==> src/rtl/imem_loader_pkg.sv <==
// Shared types and constants for the boot-time instruction-memory loader.
package loader_pkg;

  typedef enum logic [2:0] {
    S_IDLE,
    S_LEN0,
    S_LEN1,
    S_DATA,
    S_CHECK,
    S_DONE,
    S_ERROR
  } state_t;

  localparam logic [7:0] MAGIC_DEFAULT = 8'hA5;
  localparam int         LEN_W         = 16;

endpackage

==> src/rtl/imem_loader_if.sv <==
// Host byte stream plus instruction-memory write port of the loader.
interface imem_loader_if;

  logic [7:0]  rx_data;
  logic        rx_valid;
  logic        rx_ready;
  logic        imem_we;
  logic [31:0] imem_addr;
  logic [31:0] imem_wdata;

  // Host / testbench side: drives the byte stream, observes memory writes.
  modport master (
    output rx_data,
    output rx_valid,
    input  rx_ready,
    input  imem_we,
    input  imem_addr,
    input  imem_wdata
  );

  // Loader side.
  modport slave (
    input  rx_data,
    input  rx_valid,
    output rx_ready,
    output imem_we,
    output imem_addr,
    output imem_wdata
  );

endinterface

==> src/rtl/imem_loader_word_assembler.sv <==
// Packs bytes little-endian into a 32-bit word, one lane per load.
module word_assembler (
  input  logic        clk,
  input  logic        reset,
  input  logic        clear,
  input  logic        load,
  input  logic [1:0]  lane,
  input  logic [7:0]  din,
  output logic [31:0] word,
  output logic        word_full
);

  logic [31:0] word_q;

  // Current register contents with the incoming byte dropped into its lane;
  // this is the complete word in the cycle the last lane arrives.
  always_comb begin
    word                     = word_q;
    word[{lane, 3'b000} +: 8] = din;
  end

  assign word_full = load && (lane == 2'd3);

  // Holding register for the partially assembled word.
  always_ff @(posedge clk or posedge reset) begin
    if (reset) begin
      word_q <= '0;
    end else if (clear) begin
      word_q <= '0;
    end else if (load) begin
      word_q <= word;
    end
  end

endmodule

==> src/rtl/imem_loader.sv <==
// Boot loader: parses MAGIC/LEN/payload/CHK frames, writes instruction memory
// word by word and releases the core from reset only after a good checksum.
module imem_loader
  import loader_pkg::*;
#(
  parameter int         MAX_WORDS = 256,
  parameter logic [7:0] MAGIC     = MAGIC_DEFAULT
) (
  input  logic              clk,
  input  logic              reset,
  input  logic              restart,
  imem_loader_if.slave      bus,
  output logic              core_resetn,
  output logic              done,
  output logic              error
);

  localparam logic [LEN_W:0] MAX_N = (LEN_W + 1)'(MAX_WORDS);

  state_t           state, state_n;
  logic             run_q;
  logic [7:0]       chk_q;
  logic [7:0]       len_lo_q;
  logic [LEN_W-1:0] len_q;
  logic [LEN_W-1:0] word_idx;
  logic [1:0]       byte_idx;
  logic [LEN_W-1:0] len_n;
  logic             acc;
  logic             asm_clear;
  logic             asm_load;
  logic [31:0]      asm_word;
  logic             asm_full;
  logic             last_word;

  // run_q keeps rx_ready low while reset is held and for the release cycle.
  assign bus.rx_ready = run_q && (state != S_DONE) && (state != S_ERROR) && !restart;
  assign acc          = bus.rx_valid && bus.rx_ready;
  assign len_n        = {bus.rx_data, len_lo_q};
  assign asm_clear    = acc && (state == S_IDLE) && (bus.rx_data == MAGIC);
  assign asm_load     = acc && (state == S_DATA);
  assign last_word    = (word_idx == len_q - 1'b1);

  word_assembler u_asm (
    .clk       (clk),
    .reset     (reset),
    .clear     (asm_clear),
    .load      (asm_load),
    .lane      (byte_idx),
    .din       (bus.rx_data),
    .word      (asm_word),
    .word_full (asm_full)
  );

  // State register plus the enable that opens the byte port after reset.
  always_ff @(posedge clk or posedge reset) begin
    if (reset) begin
      state <= S_IDLE;
      run_q <= 1'b0;
    end else begin
      state <= state_n;
      run_q <= 1'b1;
    end
  end

  // Frame parser next-state; restart overrides everything.
  always_comb begin
    state_n = state;
    if (restart) begin
      state_n = S_IDLE;
    end else if (acc) begin
      unique case (state)
        S_IDLE:  if (bus.rx_data == MAGIC) state_n = S_LEN0;
        S_LEN0:  state_n = S_LEN1;
        S_LEN1: begin
          if ({1'b0, len_n} > MAX_N)    state_n = S_ERROR;
          else if (len_n == '0)         state_n = S_CHECK;
          else                          state_n = S_DATA;
        end
        S_DATA:  if (asm_full && last_word) state_n = S_CHECK;
        S_CHECK: state_n = (bus.rx_data == chk_q) ? S_DONE : S_ERROR;
        default: state_n = state;
      endcase
    end
  end

  // Length latch, running checksum and word/byte counters.
  always_ff @(posedge clk or posedge reset) begin
    if (reset) begin
      chk_q    <= '0;
      len_lo_q <= '0;
      len_q    <= '0;
      word_idx <= '0;
      byte_idx <= '0;
    end else if (acc) begin
      unique case (state)
        S_IDLE: begin
          if (bus.rx_data == MAGIC) begin
            chk_q    <= '0;
            word_idx <= '0;
            byte_idx <= '0;
          end
        end
        S_LEN0: len_lo_q <= bus.rx_data;
        S_LEN1: len_q    <= len_n;
        S_DATA: begin
          chk_q    <= chk_q ^ bus.rx_data;
          byte_idx <= byte_idx + 2'd1;
          if (asm_full) word_idx <= word_idx + 1'b1;
        end
        default: ;
      endcase
    end
  end

  // Registered memory write port and status outputs.
  always_ff @(posedge clk or posedge reset) begin
    if (reset) begin
      bus.imem_we    <= 1'b0;
      bus.imem_addr  <= '0;
      bus.imem_wdata <= '0;
      done           <= 1'b0;
      error          <= 1'b0;
      core_resetn    <= 1'b0;
    end else begin
      bus.imem_we <= asm_full;
      if (asm_full) begin
        bus.imem_addr  <= {{(32 - LEN_W - 2){1'b0}}, word_idx, 2'b00};
        bus.imem_wdata <= asm_word;
      end
      done        <= (state_n == S_DONE);
      error       <= (state_n == S_ERROR);
      core_resetn <= (state_n == S_DONE);
    end
  end

endmodule

==> src/flat_wrapper.sv <==
// flat-port wrapper written by rule: the top's interface ports become plain ports
module imem_loader_flat import loader_pkg::*;
#(
  parameter int         MAX_WORDS = 256,
  parameter logic [7:0] MAGIC     = MAGIC_DEFAULT
)
  (clk, reset, restart, core_resetn, done, error, bus_rx_data, bus_rx_valid, bus_rx_ready, bus_imem_we, bus_imem_addr, bus_imem_wdata);
  imem_loader_if bus_i ();
  input  logic clk;
  input  logic reset;
  input  logic restart;
  output logic core_resetn;
  output logic done;
  output logic error;
  input wire logic [$bits(bus_i.rx_data)-1:0] bus_rx_data;
  input wire logic [$bits(bus_i.rx_valid)-1:0] bus_rx_valid;
  output wire logic [$bits(bus_i.rx_ready)-1:0] bus_rx_ready;
  output wire logic [$bits(bus_i.imem_we)-1:0] bus_imem_we;
  output wire logic [$bits(bus_i.imem_addr)-1:0] bus_imem_addr;
  output wire logic [$bits(bus_i.imem_wdata)-1:0] bus_imem_wdata;
  assign bus_i.rx_data = bus_rx_data;
  assign bus_i.rx_valid = bus_rx_valid;
  assign bus_rx_ready = bus_i.rx_ready;
  assign bus_imem_we = bus_i.imem_we;
  assign bus_imem_addr = bus_i.imem_addr;
  assign bus_imem_wdata = bus_i.imem_wdata;
  imem_loader #(.MAX_WORDS(MAX_WORDS), .MAGIC(MAGIC)) u_core (.clk(clk), .reset(reset), .restart(restart), .bus(bus_i), .core_resetn(core_resetn), .done(done), .error(error));
endmodule
==> config.mk <==
export PLATFORM = sky130hd
export DESIGN_NAME = imem_loader_flat
export DESIGN_NICKNAME = d
export VERILOG_FILES = /design/src/rtl/imem_loader_pkg.sv /design/src/rtl/imem_loader_if.sv /design/src/rtl/imem_loader_word_assembler.sv /design/src/rtl/imem_loader.sv /design/src/flat_wrapper.sv
export SDC_FILE = /design/constraint.sdc
export NUM_CORES = 1
export LEC_CHECK = 0
export BUFFER_PORTS_ARGS = -buffer_cell sky130_fd_sc_hd__buf_4
export CORE_ASPECT_RATIO = 0.5
export CORE_MARGIN = 4
export CORE_UTILIZATION = 30
export CTS_BUF_LIST = sky130_fd_sc_hd__clkbuf_8 sky130_fd_sc_hd__clkbuf_16
export DETAILED_ROUTE_END_ITERATION = 12
export PLACE_DENSITY_LB_ADDON = 0.08
export SETUP_SLACK_MARGIN = 0.4
export SLEW_MARGIN = 40
export SYNTH_ARGS = -nofsm -noshare
export SYNTH_HDL_FRONTEND = slang
export SYNTH_SLANG_ARGS = --single-unit
==> constraint.sdc <==
create_clock -name clk -period 3.8 [get_ports clk]
set_input_delay 0.38 -clock clk [delete_from_list [all_inputs] [get_ports clk]]
set_output_delay 0.38 -clock clk [all_outputs]
set_load 0.03 [all_outputs]
==> metrics.cfg, run 1 <==
[power_and_ir_drop]
p_per_area_nw_per_um2=518.7
finalPower_uw=3978
p_leak_uw=0.003597
vdd_drop_max_mv=0.2196

[finish]
syn_to_final_growth_pct=21.19
layout.nets=726
antenna_cells=0
fillers=2079
final_layout_size_suffix_gt1_frac=0.1944

[run]
maxCapViolCount=0

[detailed_routing]
drt_iter0_markers=250
drt_wl_total_um=17080
drt-wirelength-per-cell_um=17.20
drcViolationCount=0
ant_nets=0
wl_met1_um=8541
highest_layer=met4
met2RoutedLength_um=7753
vias=4836
first_pass_iters=4
wl_met3_um=565
vias_per_cell=4.870

[outcome]
outcome=finished, final reports clean

[logic_synthesis]
dominantRegCellSynth=dfrtp_1
ys_top_cells_by_area=dfrtp_1 (51%), nand2_1 (5.8%), a21oi_1 (4.8%)
netlist_area_um2=6329
async_reset_ff_frac=1.000
synth_edf_count=0
yosysSeqAreaShare=0.5101
synth_cell_types=55
synth_top_area_share=0.5101
netlist_instances=654
synth_largest_area_cell=dfrtp_1
yosys_warnings=0
syn_avg_cell_area_um2=9.677
synth-seq-cells=129

[timing]
slew_violations=0
tightest_slew_ns=0.7762
period_minus_slack_ns=2.971
tns_ns=0
finalHoldViolCount=0
relSlewSlack=0.4826
rsz0062_at_grt=no
finalCritPeriodShare=0.7818
setup_violations=0
worst_clock_skew_ns=0.01080
fmaxAchievable_ghz=0.3366

[global_routing]
grt_use_total=0.1512
grt_pass1_vias=4960
grt_pass1_wl_um=28150
grt_max_degree=85
grt_remaining_overflow=0
antenna_found_initial=0

[clock_network]
clk_path_buf_depth=2
clk_pin_slew_ns=0.06
ctsResizeCount=0
cts_setup_buffers=0
htreeDepth=4
cts_inserted_buffers=17
clockRootBuffer=clkbuf_16
cts.sinks=129
cts_tree=done
clkLatencyLatePin_ns=0.43
cts_hold_buf=0

[floorplan]
start_util=0.3065
die-width_um=213.4
rows=37
core_um2=20650
die_y_um=110.7
die-area_um2=23620
pin_count=81

[critical_path]
crit_required_ns=4.13
critPathLaunchType=flop
crit_path_end_kind=flop
critPathMaxFanout=6
critPathKind=flop to flop
cp.arrival_ns=3.30

[worst_hold_path]
min_path_type=primary input to asynchronous set/reset pin

[place]
dp_hpwl_um=11180
io_buffers=64
gp_congestion=0.7824

## flip-flops by register name, indices dropped and copies added, names as in the netlist
name                   count
u_core.bus.imem_addr      16
u_core.run_q               1
u_core.len_q              16
u_core.error               1
u_core.byte_idx            2
u_core.word_idx           16
u_core.u_asm.word_q       24
u_core.state               3
u_core.len_lo_q            8
u_core.bus.imem_wdata     32
u_core.bus.imem_we         1
u_core.chk_q               8
u_core.core_resetn         1
## area by class of cell
cell class | instances | area (um^2) | area share
sequential | 129 | 3228 | 0.4209
multi-input combinational | 472 | 2831 | 0.3692
timing repair buffer | 75 | 575.6 | 0.07504
clock buffer | 20 | 466.7 | 0.06085
tap | 273 | 341.6 | 0.04454
clock inverter | 12 | 177.7 | 0.02316
inverter | 12 | 48.80 | 0.006362
## through the flow
| stage | cells | util | hold WS (ns) | setup slack [ns] | cell area [um^2] |
|---|---|---|---|---|---|
| 5_1_grt | 993 | 0.3715 | 0.1262 | 0.6648 | 7670 |
| 3_5_place_dp | 961 | 0.3403 | 0.4617 | 0.8564 | 7025 |
| 2_1_floorplan | 669 | - | 0.4464 | 1.207 | 6389 |
| 6_report | 993 | 0.3715 | 0.09716 | 0.8292 | 7670 |
| 3_3_place_gp | 961 | 0.3403 | 0.4599 | 0.8636 | 7025 |
| 4_1_cts | 993 | 0.3715 | 0.1141 | 0.8282 | 7670 |
## Yosys cell counts, types with 2 or more instances
| master | count |
|---|---|
| nand4_1 | 6 |
| nand2_1 | 98 |
| inv_1 | 12 |
| dfrtp_1 | 129 |
| or3_1 | 7 |
| nand3_1 | 15 |
| clkbuf_1 | 30 |
| buf_4 | 17 |
| xor2_1 | 10 |
| a22o_1 | 24 |
| and2_1 | 3 |
| nor3_1 | 12 |
| o21ai_0 | 26 |
| conb_1 | 2 |
| nor4_1 | 9 |
| mux2i_1 | 2 |
| and3_1 | 2 |
| ha_1 | 7 |
| buf_1 | 4 |
| nor2_1 | 46 |
| nor3b_1 | 6 |
| nand2b_1 | 3 |
| mux2_2 | 23 |
| xnor2_1 | 30 |
| buf_2 | 5 |
| and4_1 | 2 |
| or4_1 | 5 |
| o31ai_1 | 3 |
| nor2b_1 | 29 |
| o211ai_1 | 2 |
| a21oi_1 | 61 |
## routing by layer
layer,up-vias,GRT usage
li1,2328,-
met1,2416,0.2151
met2,77,0.2296
met3,15,0.03675
met4,0,0.04261
met5,-,0
## cell families after synthesis
group                      after synthesis  share of synthesized area
DFF                                    129                     0.5101
buffers and inverters                   68                    0.05140
adders and majority gates                7                    0.01384
xor gates and xnor gates                40                    0.05536
AOI/OAI and AO/OA                      129                     0.1281
other                                    2                   0.001187
and+or+nand+nor                        254                     0.1959
muxes                                   25                    0.04409
## critical path: stages, from the launching register on
cell and delay [ns]:
dfrtp_1 0.43, or4_1 0.66, or4_4 0.54, xnor2_1 0.20, nand4_1 0.18, a2111oi_4 0.44
a21oi_1 0.19, nor3b_1 0.24
## power breakdown
part,total [uW],internal (uW),switching (uW)
Clock,1800,1150,650
Combinational,612,263,349
Sequential,1560,1460,105
Total,3980,2870,1100
## final timing paths
kind / startpoint / endpoint / slack (ns) / cells past startpoint
worst max-delay path: u_core.len_q[0]$_DFFE_PP0P_ / u_core.core_resetn$_DFF_PP0_ / 0.83 / 7
worst min-delay path: reset / u_core.u_asm.word_q[20]$_DFFE_PP0P_ / 0.1 / 3
worst max register to register: u_core.len_q[0]$_DFFE_PP0P_ / u_core.core_resetn$_DFF_PP0_ / 0.83 / 7
worst min register to register: u_core.bus.imem_addr[8]$_DFFE_PP0P_ / u_core.bus.imem_addr[8]$_DFFE_PP0P_ / 0.47 / 2
min in group clk: restart / u_core.state[2]$_DFF_PP0_ / 0.17 / 2
max in group asynchronous: reset / u_core.bus.imem_addr[4]$_DFFE_PP0P_ / 3.20 / 3
## cell usage in the layout, fill, tap and decap left out, drive strengths merged, types with 5 or more instances in the layout
master  Yosys  routed
dfrtp     129     129
nand2      98      98
buf        26      75
a21oi      61      61
nor2       46      46
xnor2      30      30
nor2b      29      29
o21ai      26      26
a22o       24      24
mux2       23      23
clkbuf     30      20
conb        2      17
nand3      15      15
nor3       13      13
inv        12      13
xor2       10      10
nor4        9       9
or3         8       8
ha          7       7
nand4       6       6
nor3b       6       6
or4         6       6
clkinv      0       5
Power figures use the tool's default switching activity.
==> run 2: changes to the inputs <==
clock period = 3.02 ns   (was 3.8 ns; I/O delays follow)
==> metrics.cfg, run 2 (synthesis results as in run 1) <==
[critical_path]
crit_required_ns=3.35  ; -0.78 ns
reg2reg_to=u_core.core_resetn$_DFF_PP0_
rr_worst_depth=7  ; unchanged
critPathSlowestCell=or4_4
worst-r2r-setup-slack_ns=0.40  ; -0.43 ns
critPathMaxFanout=5  ; -1
crit_path_end=u_core.core_resetn$_DFF_PP0_
cpPeakStageDelay_ns=0.58  ; -0.08 ns
worstPathCellList=or4_4, or4_4, xnor2_2, nand4_1, a2111oi_4, a211oi_2, nor3b_1
crit_path_end_kind=flop
crit_start=u_core.len_q[0]$_DFFE_PP0P_
critPathKind=flop to flop
rr_startpoint=u_core.len_q[0]$_DFFE_PP0P_
critPathLaunchType=flop
cp.arrival_ns=2.95  ; -0.35 ns
cpMostUsedCell=or4_4

[place]
gp_congestion=0.8342  ; +6.6%
postPlaceCellArea_um2=7071  ; +0.64%
dp_hpwl_um=10940  ; -2.1%
io_buffers=64  ; unchanged

[finish]
antenna_cells=0  ; unchanged
syn_to_final_growth_pct=23.15
reg_top3=u_core.bus.imem_wdata x32, u_core.u_asm.word_q x24
fin_area_um2=7794  ; +1.6%
multi_input_area_um2=2924  ; +3.3%
layout_commonest_cell=dfrtp_1
fillers=2084  ; +0.24%
top_register=u_core.bus.imem_wdata
register_area_um2=3229  ; about the same
final_layout_size_suffix_gt1_frac=0.2312  ; +0.03675
mostFrequentLayoutCells=dfrtp_1 (128), nand2_1 (98), buf_4 (83)
layout.nets=737  ; +1.5%
largest_reg_flops=32  ; unchanged

[global_routing]
antenna_found_initial=0  ; unchanged
grt_max_degree=130  ; +53%
grt_use_total=0.1463  ; -0.004921
grt_remaining_overflow=0  ; unchanged
grt_pass1_vias=4844  ; -2.3%
grt_pass1_wl_um=27490  ; -2.4%

[floorplan]
die-area_um2=23620  ; unchanged
core_um2=20650  ; unchanged
pin_count=81  ; unchanged
start_util=0.3065  ; unchanged
die-width_um=213.4  ; unchanged
rows=37  ; unchanged
die_y_um=110.7  ; unchanged

[worst_hold_path]
min_path_type=primary input to flop

[timing]
finalHoldViolCount=0  ; unchanged
rsz0062_at_grt=yes
tns_ns=0  ; unchanged
worst_clock_skew_ns=0.006822  ; -0.003974 ns
tightest_slew_ns=0.6766  ; -0.09959 ns
period_minus_slack_ns=2.619  ; -0.3518 ns
fmaxAchievable_ghz=0.3818  ; +13%
slew_violations=0  ; unchanged
setup_violations=0  ; unchanged
finalCritPeriodShare=0.8672  ; +0.08541
relSlewSlack=0.5489  ; +0.06639

[detailed_routing]
ant_nets=0  ; unchanged
vias_per_cell=4.777  ; -1.9%
drt_iter0_markers=228  ; -8.8%
drt-wirelength-per-cell_um=16.80  ; -2.3%
first_pass_iters=4  ; unchanged
drcViolationCount=0  ; unchanged
vias=4796  ; -0.83%
drt_wl_total_um=16870  ; -1.2%

[power_and_ir_drop]
vdd_drop_max_mv=0.3226  ; +47%
p_leak_uw=0.003650  ; +1.5%
p_per_area_nw_per_um2=622.8  ; +20%

[clock_network]
clk_pin_slew_ns=0.06  ; about the same
clockRootBuffer=clkbuf_16
clk_path_buf_depth=2  ; unchanged
cts_tree=done
cts.sinks=129  ; unchanged
clkLatencyLatePin_ns=0.42  ; about the same
htreeDepth=4  ; unchanged
cts_inserted_buffers=17  ; unchanged

[run]
maxCapViolCount=0  ; unchanged

[outcome]
outcome=finished, final reports clean

-- run 2: cell types whose count changed in the layout (fill, tap and decap cells not counted), moves of 2 or more --
cell and delta:
a21oi_1 -3, inv_1 +2, or4_1 -2, or4_4 +2, bufinv_16 -3, clkinvlp_4 +2
nor3_1 -3, nor3b_1 -3, a21oi_2 +3, nor3_2 +3, inv_6 -2, buf_4 +9
nor3b_2 +3
-- run 2: worst min-delay path by stage --
| stage | startpoint | end | slack [ns] | depth (start not counted) |
|---|---|---|---|---|
| after floorplan | restart | u_core.state[2]$_DFF_PP0_ | 0.37 | 1 |
| after global placement | u_core.bus.imem_wdata[31]$_DFFE_PP0P_ | u_core.bus.imem_wdata[31]$_DFFE_PP0P_ | 0.46 | 2 |
| after detailed placement | u_core.bus.imem_addr[15]$_DFFE_PP0P_ | u_core.bus.imem_addr[15]$_DFFE_PP0P_ | 0.47 | 2 |
| after CTS | restart | u_core.state[2]$_DFF_PP0_ | 0.08 | 2 |
| after global routing | restart | u_core.state[2]$_DFF_PP0_ | 0.09 | 2 |
| final | restart | u_core.state[2]$_DFF_PP0_ | 0.09 | 2 |
-- run 2: area by class of cell --
| class | count | area share |
|---|---|---|
| inverters | 12 | 0.006261 |
| well taps | 273 | 0.04383 |
| clock buffers | 21 | 0.06165 |
| flip-flops and latches | 129 | 0.4144 |
| multi-input cells | 472 | 0.3752 |
| clock inverters | 11 | 0.01140 |
| repair buffers | 86 | 0.08733 |
-- run 2: critical path: cells and delay by family (launching register included) --
kind,cells,cell delay [ns]
and+or+nand+nor,4,1.40
AOI/OAI and AO/OA,2,0.58
DFF,1,0.42
xor gates and xnor gates,1,0.14
-- run 2: metal layers --
metal | share of wire | GRT usage | vias up
met5 | 0 | 0 | -
met4 | 0.010 | 0.03835 | 0
met3 | 0.029 | 0.03110 | 13
met2 | 0.46 | 0.2216 | 88
met1 | 0.50 | 0.2125 | 2347
li1 | - | - | 2348
-- run 2: repair_timing --
item,CTS,global route
hold buffers,0,1
setup buffers,0,3
endpoints found under the setup margin,12,14
gates resized for setup,8,13
hold endpoints to repair,0,41
pin swaps,2,9
-- run 2: metrics by stage --
step / hold WS (ns) / cells / util / total power (uW) / worst slack, ns
final: 0.09255 / 1004 / 0.3775 / 4854 / 0.4011
after global routing: 0.08884 / 1004 / 0.3775 / 5095 / 0.2702
after CTS: 0.07581 / 999 / 0.3717 / 4839 / 0.3819
after detailed placement: 0.4657 / 967 / 0.3424 / 2783 / 0.1812
after global placement: 0.4566 / 967 / 0.3424 / 2781 / 0.2416
after floorplan: 0.3684 / 669 / - / 2570 / 0.4268
-- run 2: power by group --
group	switching, uW	total, uW	internal, uW
clock network	794	2000	1210
registers	133	1970	1840
logic	474	883	409
